==> config.mk <==
export PLATFORM = sky130hd
export DESIGN_NAME = apb_timer_slave
export DESIGN_NICKNAME = d
export VERILOG_FILES = /design/src/rtl/apb_timer_slave.sv
export SDC_FILE = /design/constraint.sdc
export NUM_CORES = 1
export LEC_CHECK = 0
export ABC_AREA = 1
export BUFFER_PORTS_ARGS = -buffer_cell sky130_fd_sc_hd__buf_2
export CAP_MARGIN = 40
export CORE_ASPECT_RATIO = 0.9
export CORE_UTILIZATION = 56
export CTS_BUF_LIST = sky130_fd_sc_hd__clkbuf_16
export DETAILED_ROUTE_END_ITERATION = 8
export PLACE_DENSITY = 0.82
export RECOVER_POWER = 25
export SYNTH_ARGS = -nofsm -noshare
export SYNTH_HDL_FRONTEND = slang
export SYNTH_SLANG_ARGS = --single-unit
==> constraint.sdc <==
create_clock -name pclk -period 2.3 [get_ports pclk]
set_clock_uncertainty 0.05 [all_clocks]
set_input_delay 0.115 -clock pclk [delete_from_list [all_inputs] [get_ports pclk]]
set_output_delay 0.115 -clock pclk [all_outputs]
set_load 0.03 [all_outputs]
==> src/rtl/apb_timer_slave.sv <==
// APB-mapped 8-bit up/down timer with prescaler and W1C status flags.
// Define TIMER_WAIT_STATE_EN to insert one APB wait state per access.
module apb_timer_slave (
  input  logic       pclk,
  input  logic       preset,
  input  logic       psel,
  input  logic       penable,
  input  logic       pwrite,
  input  logic [7:0] paddr,
  input  logic [7:0] pwdata,
  output logic [7:0] prdata,
  output logic       pready,
  output logic       pslverr,
  output logic       ovf_int,
  output logic       udf_int
);

  typedef enum logic [1:0] {
    S_IDLE,
    S_SETUP,
    S_WAIT
  } state_t;

  state_t      r_state;
  state_t      w_state_nxt;
  logic        w_ready;
  logic        w_setup;
  logic        w_acc;
  logic        w_bad;
  logic        w_wr;
  logic [1:0]  w_w1c;
  logic [7:0]  w_rd;

  logic [7:0]  r_tdr;
  logic [7:0]  r_tcr;
  logic [1:0]  r_tsr;
  logic [7:0]  r_tcnt;
  logic [3:0]  r_div;
  logic        r_clk_d;

  logic        w_clk_cnt;
  logic        w_tick;
  logic        w_load;
  logic        w_en;
  logic        w_dn;
  logic        w_cnt_ev;
  logic        w_set_ovf;
  logic        w_set_udf;

  assign w_setup = psel & ~penable;
  assign w_acc   = psel & penable;

  always_ff @(posedge pclk) begin
    if (preset) r_state <= S_IDLE;
    else        r_state <= w_state_nxt;
  end

  // An ACCESS phase is honoured only when it follows a SETUP phase
  always_comb begin
    w_state_nxt = S_IDLE;
    w_ready     = 1'b0;
    unique case (r_state)
      S_IDLE: begin
        if (w_setup) w_state_nxt = S_SETUP;
      end
      S_SETUP: begin
        if (w_acc) begin
`ifdef TIMER_WAIT_STATE_EN
          w_state_nxt = S_WAIT;
`else
          w_ready = 1'b1;
`endif
        end else if (w_setup) begin
          w_state_nxt = S_SETUP;
        end
      end
      S_WAIT: begin
        if (w_acc)        w_ready     = 1'b1;
        else if (w_setup) w_state_nxt = S_SETUP;
      end
      default: w_state_nxt = S_IDLE;
    endcase
  end

  assign pready  = w_ready & ~preset;
  assign w_bad   = (paddr > 8'h03) | (pwrite & (paddr == 8'h03));
  assign pslverr = pready & w_bad;
  assign w_wr    = pready & pwrite & ~w_bad;
  assign w_w1c   = (w_wr && paddr == 8'h02) ? pwdata[1:0] : 2'b00;

  always_comb begin
    w_rd = 8'h00;
    case (paddr)
      8'h00:   w_rd = r_tdr;
      8'h01:   w_rd = r_tcr;
      8'h02:   w_rd = {6'd0, r_tsr};
      8'h03:   w_rd = r_tcnt;
      default: w_rd = 8'h00;
    endcase
  end

  assign prdata  = pready ? w_rd : 8'h00;
  assign ovf_int = r_tsr[0];
  assign udf_int = r_tsr[1];

  assign w_load    = r_tcr[7];
  assign w_en      = r_tcr[4];
  assign w_dn      = r_tcr[5];
  assign w_clk_cnt = r_div[r_tcr[1:0]];
  assign w_tick    = w_clk_cnt & ~r_clk_d;
  assign w_cnt_ev  = w_tick & w_en & ~w_load;
  assign w_set_ovf = w_cnt_ev & ~w_dn & (r_tcnt == 8'hFF);
  assign w_set_udf = w_cnt_ev & w_dn & (r_tcnt == 8'h00);

  always_ff @(posedge pclk) begin
    if (preset) begin
      r_tdr   <= 8'h00;
      r_tcr   <= 8'h00;
      r_tsr   <= 2'b00;
      r_tcnt  <= 8'h00;
      r_div   <= 4'h0;
      r_clk_d <= 1'b0;
    end else begin
      r_div   <= r_div + 4'd1;
      r_clk_d <= w_clk_cnt;
      if (w_wr && paddr == 8'h00) r_tdr <= pwdata;
      if (w_wr && paddr == 8'h01) r_tcr <= pwdata & 8'hB3;
      // Hardware set takes priority over a same-cycle clear
      r_tsr <= (r_tsr & ~w_w1c) | {w_set_udf, w_set_ovf};
      if (w_load)        r_tcnt <= r_tdr;
      else if (w_cnt_ev) r_tcnt <= w_dn ? r_tcnt - 8'd1 : r_tcnt + 8'd1;
    end
  end

endmodule

==> tab_implementation.tex <==
\begin{tabular}{lr}
\hline
Metric & Value \\
\hline
\multicolumn{2}{l}{\textbf{Timing}} \\
Max-slew violations & 0 \\
Max frequency & between 0.5 and 0.6 GHz \\
Total of endpoints with negative setup slack in the final report & 0 \\
Worst slew margin relative to its limit & approximately 70\% \\
Setup repair after global routing missed its margin & no \\
Worst Hold Slack & between 0.01 and 0.015 ns \\
Final Hold Vio Count & 0 \\
Slew @ Worst Pin & around 0.45 ns \\
Crit share post-route & a little under nine tenths \\
Total Neg Setup Slack & 0 ns \\
Final critical-path required period & a little under 2 ns \\
\multicolumn{2}{l}{\textbf{Setup path}} \\
Critical-path top delay cell & sky130\_fd\_sc\_hd\_\_dfxtp\_1 \\
Most used cell along the critical path & sky130\_fd\_sc\_hd\_\_o21ai\_0 \\
Worst EP arrival & 1.82 ns \\
Startpoint Class & flip-flop \\
Critical path start-end classification & flip-flop to output pin \\
Critical-path maximum fanout & 12 \\
Kind of end point of the critical path & output pin \\
Required @ worst endpoint & around 2.1 ns \\
Chain of cells forming the critical path & clkinv\_1 > o21ai\_0 > o21ai\_0 > inv\_1 > buf\_2 \\
Slowest stage delay, CP & around 0.6 ns \\
\multicolumn{2}{l}{\textbf{Global route}} \\
Most heavily used metal layer in global routing & met2 \\
Met1 Use GR & between 30\% and 40\% \\
Largest net degree at the start of global routing & 17 \\
Initial antenna violation count & 0 \\
Total congestion overflow & 0 \\
Vias in the first global route & roughly 1800 \\
Global routing usage summed across all routing layers & between 20\% and 30\% \\
Met2 track utilization from global routing & 46.1\% \\
Global routing met3 resource utilization & $\sim$6.2\% \\
Global-route wire length before repair & a little over 8000 um \\
\multicolumn{2}{l}{\textbf{Routing}} \\
WL/cell & between 10 and 15 um \\
Post-route ant nets & 0 \\
First-iteration detailed-routing DRC count & 170 \\
Via-to-Cell Ratio & approximately 5.2 \\
Via count & approximately 2100 \\
First-pass iteration count of the detailed router & 4 \\
Post-detailed-routing wire length & 5060 um \\
DRC viols & 0 \\
\multicolumn{2}{l}{\textbf{Placed design}} \\
Placed wire-length estimate after detailed placement & roughly 3700 um \\
Placer Congestion & 0.877 \\
Number of input and output port buffers inserted & 32 \\
Cell Area, Placed & 2190 um\^{}2 \\
\multicolumn{2}{l}{\textbf{Clocking}} \\
Hold-fix buffers, CTS & 1 \\
Number of H-tree levels & 2 \\
Setup Buffers After CTS & 0 \\
Clock Root Buffer & sky130\_fd\_sc\_hd\_\_clkbuf\_16 \\
TritonCTS clock tree & built \\
Inserted Clock Buffers & 5 \\
Worst-skew pair later-pin latency & between 0.2 and 0.3 ns \\
Maximum number of buffers from clock root to sink & 2 \\
Sink Count & 29 \\
Post-cts resize count & 0 \\
Clk slew on worst S/H paths & roughly 0.050 ns \\
\multicolumn{2}{l}{\textbf{Power and ir drop}} \\
Flop pwr share & approximately 43\% \\
Logic gate share of total power & 5.7\% \\
Static leakage & $\sim$1.1 nW \\
Net load switching power & approximately 0.00028 W \\
Share of total power consumed by net switching & between 20 and 25\% \\
Clock share of power & about half \\
Internal power contribution & slightly above 0.0009 W \\
Power density over the cells & roughly 520 nW/um\^{}2 \\
Peak supply drop & 340 uV \\
\multicolumn{2}{l}{\textbf{Die}} \\
Placeable core area & 3380 um\^{}2 \\
Total die area & between 3000 and 4000 um\^{}2 \\
Chip Height & approximately 59 um \\
Io pins & 33 \\
Starting utilization of the core area & 58.9\% \\
Overall die width & approximately 65 um \\
Number of placement rows & 20 \\
\multicolumn{2}{l}{\textbf{Yosys}} \\
EDFF count, synth & 0 \\
Number of warnings printed during yosys synthesis & 0 \\
Post-Synthesis Net Count & 348 \\
Flop and latch count out of synthesis & 29 \\
Post-synth ARST share & 0\% \\
Cell type with the highest aggregate area in the netlist & sky130\_fd\_sc\_hd\_\_dfxtp\_1 \\
Average cell area after synthesis & a little over 6 um\^{}2 \\
Post-Synthesis Cell Area & a little under 2000 um\^{}2 \\
Portion of synthesized cell area occupied by the leading cell type & just under 30\% \\
Ys flop type & sky130\_fd\_sc\_hd\_\_dfxtp\_1 \\
Most frequent cell after synthesis & sky130\_fd\_sc\_hd\_\_nand2\_1 \\
Top post-synthesis cells by count & 87 x sky130\_fd\_sc\_hd\_\_nand2\_1, 56 x sky130\_fd\_sc\_hd\_\_nor2\_1, 46 x sky130\_fd\_sc\_hd\_\_inv\_1 \\
Cell count after synthesis & between 300 and 400 \\
Cell types with the largest area share after synthesis & sky130\_fd\_sc\_hd\_\_dfxtp\_1 29\%, sky130\_fd\_sc\_hd\_\_nand2\_1 16\%, sky130\_fd\_sc\_hd\_\_nor2\_1 11\% \\
Distinct cell type count of the synthesized netlist & 27 \\
Sequential cell area fraction in the yosys report & a little under 30\% \\
\multicolumn{2}{l}{\textbf{Layout}} \\
Number of nets at the end of the flow & just under 400 \\
Area of combinational cells with multiple inputs & around 1200 um\^{}2 \\
Summed area of non-filler cells in the final layout & 2340 um\^{}2 \\
Layout filler cell count & 295 \\
Share of the core filled with cells & between 60 and 70\% \\
Fraction of final layout cells sized beyond drive strength 1 & between 15 and 20\% \\
Antenna Cells & 0 \\
Area occupied by registers & between 500 and 600 um\^{}2 \\
Layout overhead on the synthesized area & 17.7\% \\
\multicolumn{2}{l}{\textbf{Job}} \\
MaxCap Viol Count & 0 \\
\multicolumn{2}{l}{\textbf{Run status}} \\
Run status & finished clean \\
\multicolumn{2}{l}{\textbf{Hold path}} \\
Worst min-delay path class & input port to flip-flop \\
\hline
\end{tabular}
layout make-up:
cell class	count	share of cell area, %
clock buffer	5	5.34
clock inverter	3	0.748
inverter	48	7.75
multi-input combinational	238	51.4
sequential	29	24.8
tap	44	2.35
timing repair buffer	35	7.64
power groups by stage:
stage                     registers (W)  logic [W]  clock network, W
after global routing           0.000514  0.0000757          0.000654
final                          0.000514  0.0000686          0.000627
after floorplan                0.000523  0.0000317                 0
after detailed placement       0.000524  0.0000669                 0
after CTS                      0.000514  0.0000689          0.000634
after global placement         0.000524  0.0000654                 0
per-layer routing:
| layer | routed length, um | part of all wire [%] |
|---|---|---|
| met1 | 2260 | 45 |
| met2 | 2390 | 47 |
| met3 | 321 | 6.3 |
| met4 | 92 | 1.8 |
| met5 | 0 | 0 |
final timing paths:
check                           startpoint   endpoint  slack, ns  depth (start not counted)
worst min-delay path             pwdata[2]   r_tdr[2]       0.01                          3
worst min register to register    r_div[0]   r_div[0]       0.41                          1
worst max register to register    r_tcr[5]  r_tcnt[2]       0.42                          6
worst max-delay path              r_tcr[7]  prdata[7]       0.32                          5
registers in the layout, summed over array words and instances (netlist names):
| signal | count |
|---|---|
| r_tcnt | 8 |
| r_clk_d | 1 |
| r_tcr | 5 |
| r_state | 1 |
| r_div | 4 |
| r_tsr | 2 |
| r_tdr | 8 |
per-stage QoR:
stage / cells / total power, W / setup WS, ns
global route: 402 / 0.00124 / 0.141
global placement: 393 / 0.000589 / 0.549
floorplan: 319 / 0.000555 / 0.653
finish: 402 / 0.00121 / 0.320
CTS: 402 / 0.00122 / 0.375
detailed placement: 393 / 0.000591 / 0.468
cells by family after synthesis:
logic type | count (synthesis) | share of synthesized area (%)
DFF | 29 | 29.2
AOI/OAI and AO/OA | 31 | 7.80
adders and majority gates | 8 | 5.41
buffers and inverters | 52 | 10.3
xor gates and xnor gates | 3 | 1.32
and+or+nand+nor | 196 | 45.9
cells in the final DEF (no fill, tap or decap):
cell type and count:
sky130_fd_sc_hd__clkbuf_1 5, sky130_fd_sc_hd__nor2_8 1, sky130_fd_sc_hd__dfxtp_1 29, sky130_fd_sc_hd__buf_2 27, sky130_fd_sc_hd__clkinv_1 1, sky130_fd_sc_hd__nand3_1 24
sky130_fd_sc_hd__nor2_1 56, sky130_fd_sc_hd__nor3_1 3, sky130_fd_sc_hd__inv_1 46, sky130_fd_sc_hd__nand4_4 1, sky130_fd_sc_hd__xnor2_1 1, sky130_fd_sc_hd__xor2_1 2
sky130_fd_sc_hd__nand4_1 9, sky130_fd_sc_hd__nand3_4 2, sky130_fd_sc_hd__nand2_2 3, sky130_fd_sc_hd__dlygate4sd3_1 1, sky130_fd_sc_hd__nand3_2 2, sky130_fd_sc_hd__nand2_1 87
sky130_fd_sc_hd__nor2_4 4, sky130_fd_sc_hd__clkinvlp_4 1, sky130_fd_sc_hd__clkinv_2 3, sky130_fd_sc_hd__or2_2 1, sky130_fd_sc_hd__nor4_1 1, sky130_fd_sc_hd__a21oi_1 15
sky130_fd_sc_hd__fa_1 1, sky130_fd_sc_hd__o21ai_0 16, sky130_fd_sc_hd__nor2_2 2, sky130_fd_sc_hd__buf_4 2, sky130_fd_sc_hd__clkbuf_16 5, sky130_fd_sc_hd__ha_1 7
worst max-delay path: cells and delay by family (launching register included):
kind / cells / cell delay (ns)
compound gates: 2 / 0.32
flops: 1 / 0.60
buf+inv: 3 / 0.62
Power figures use the tool's default switching activity.
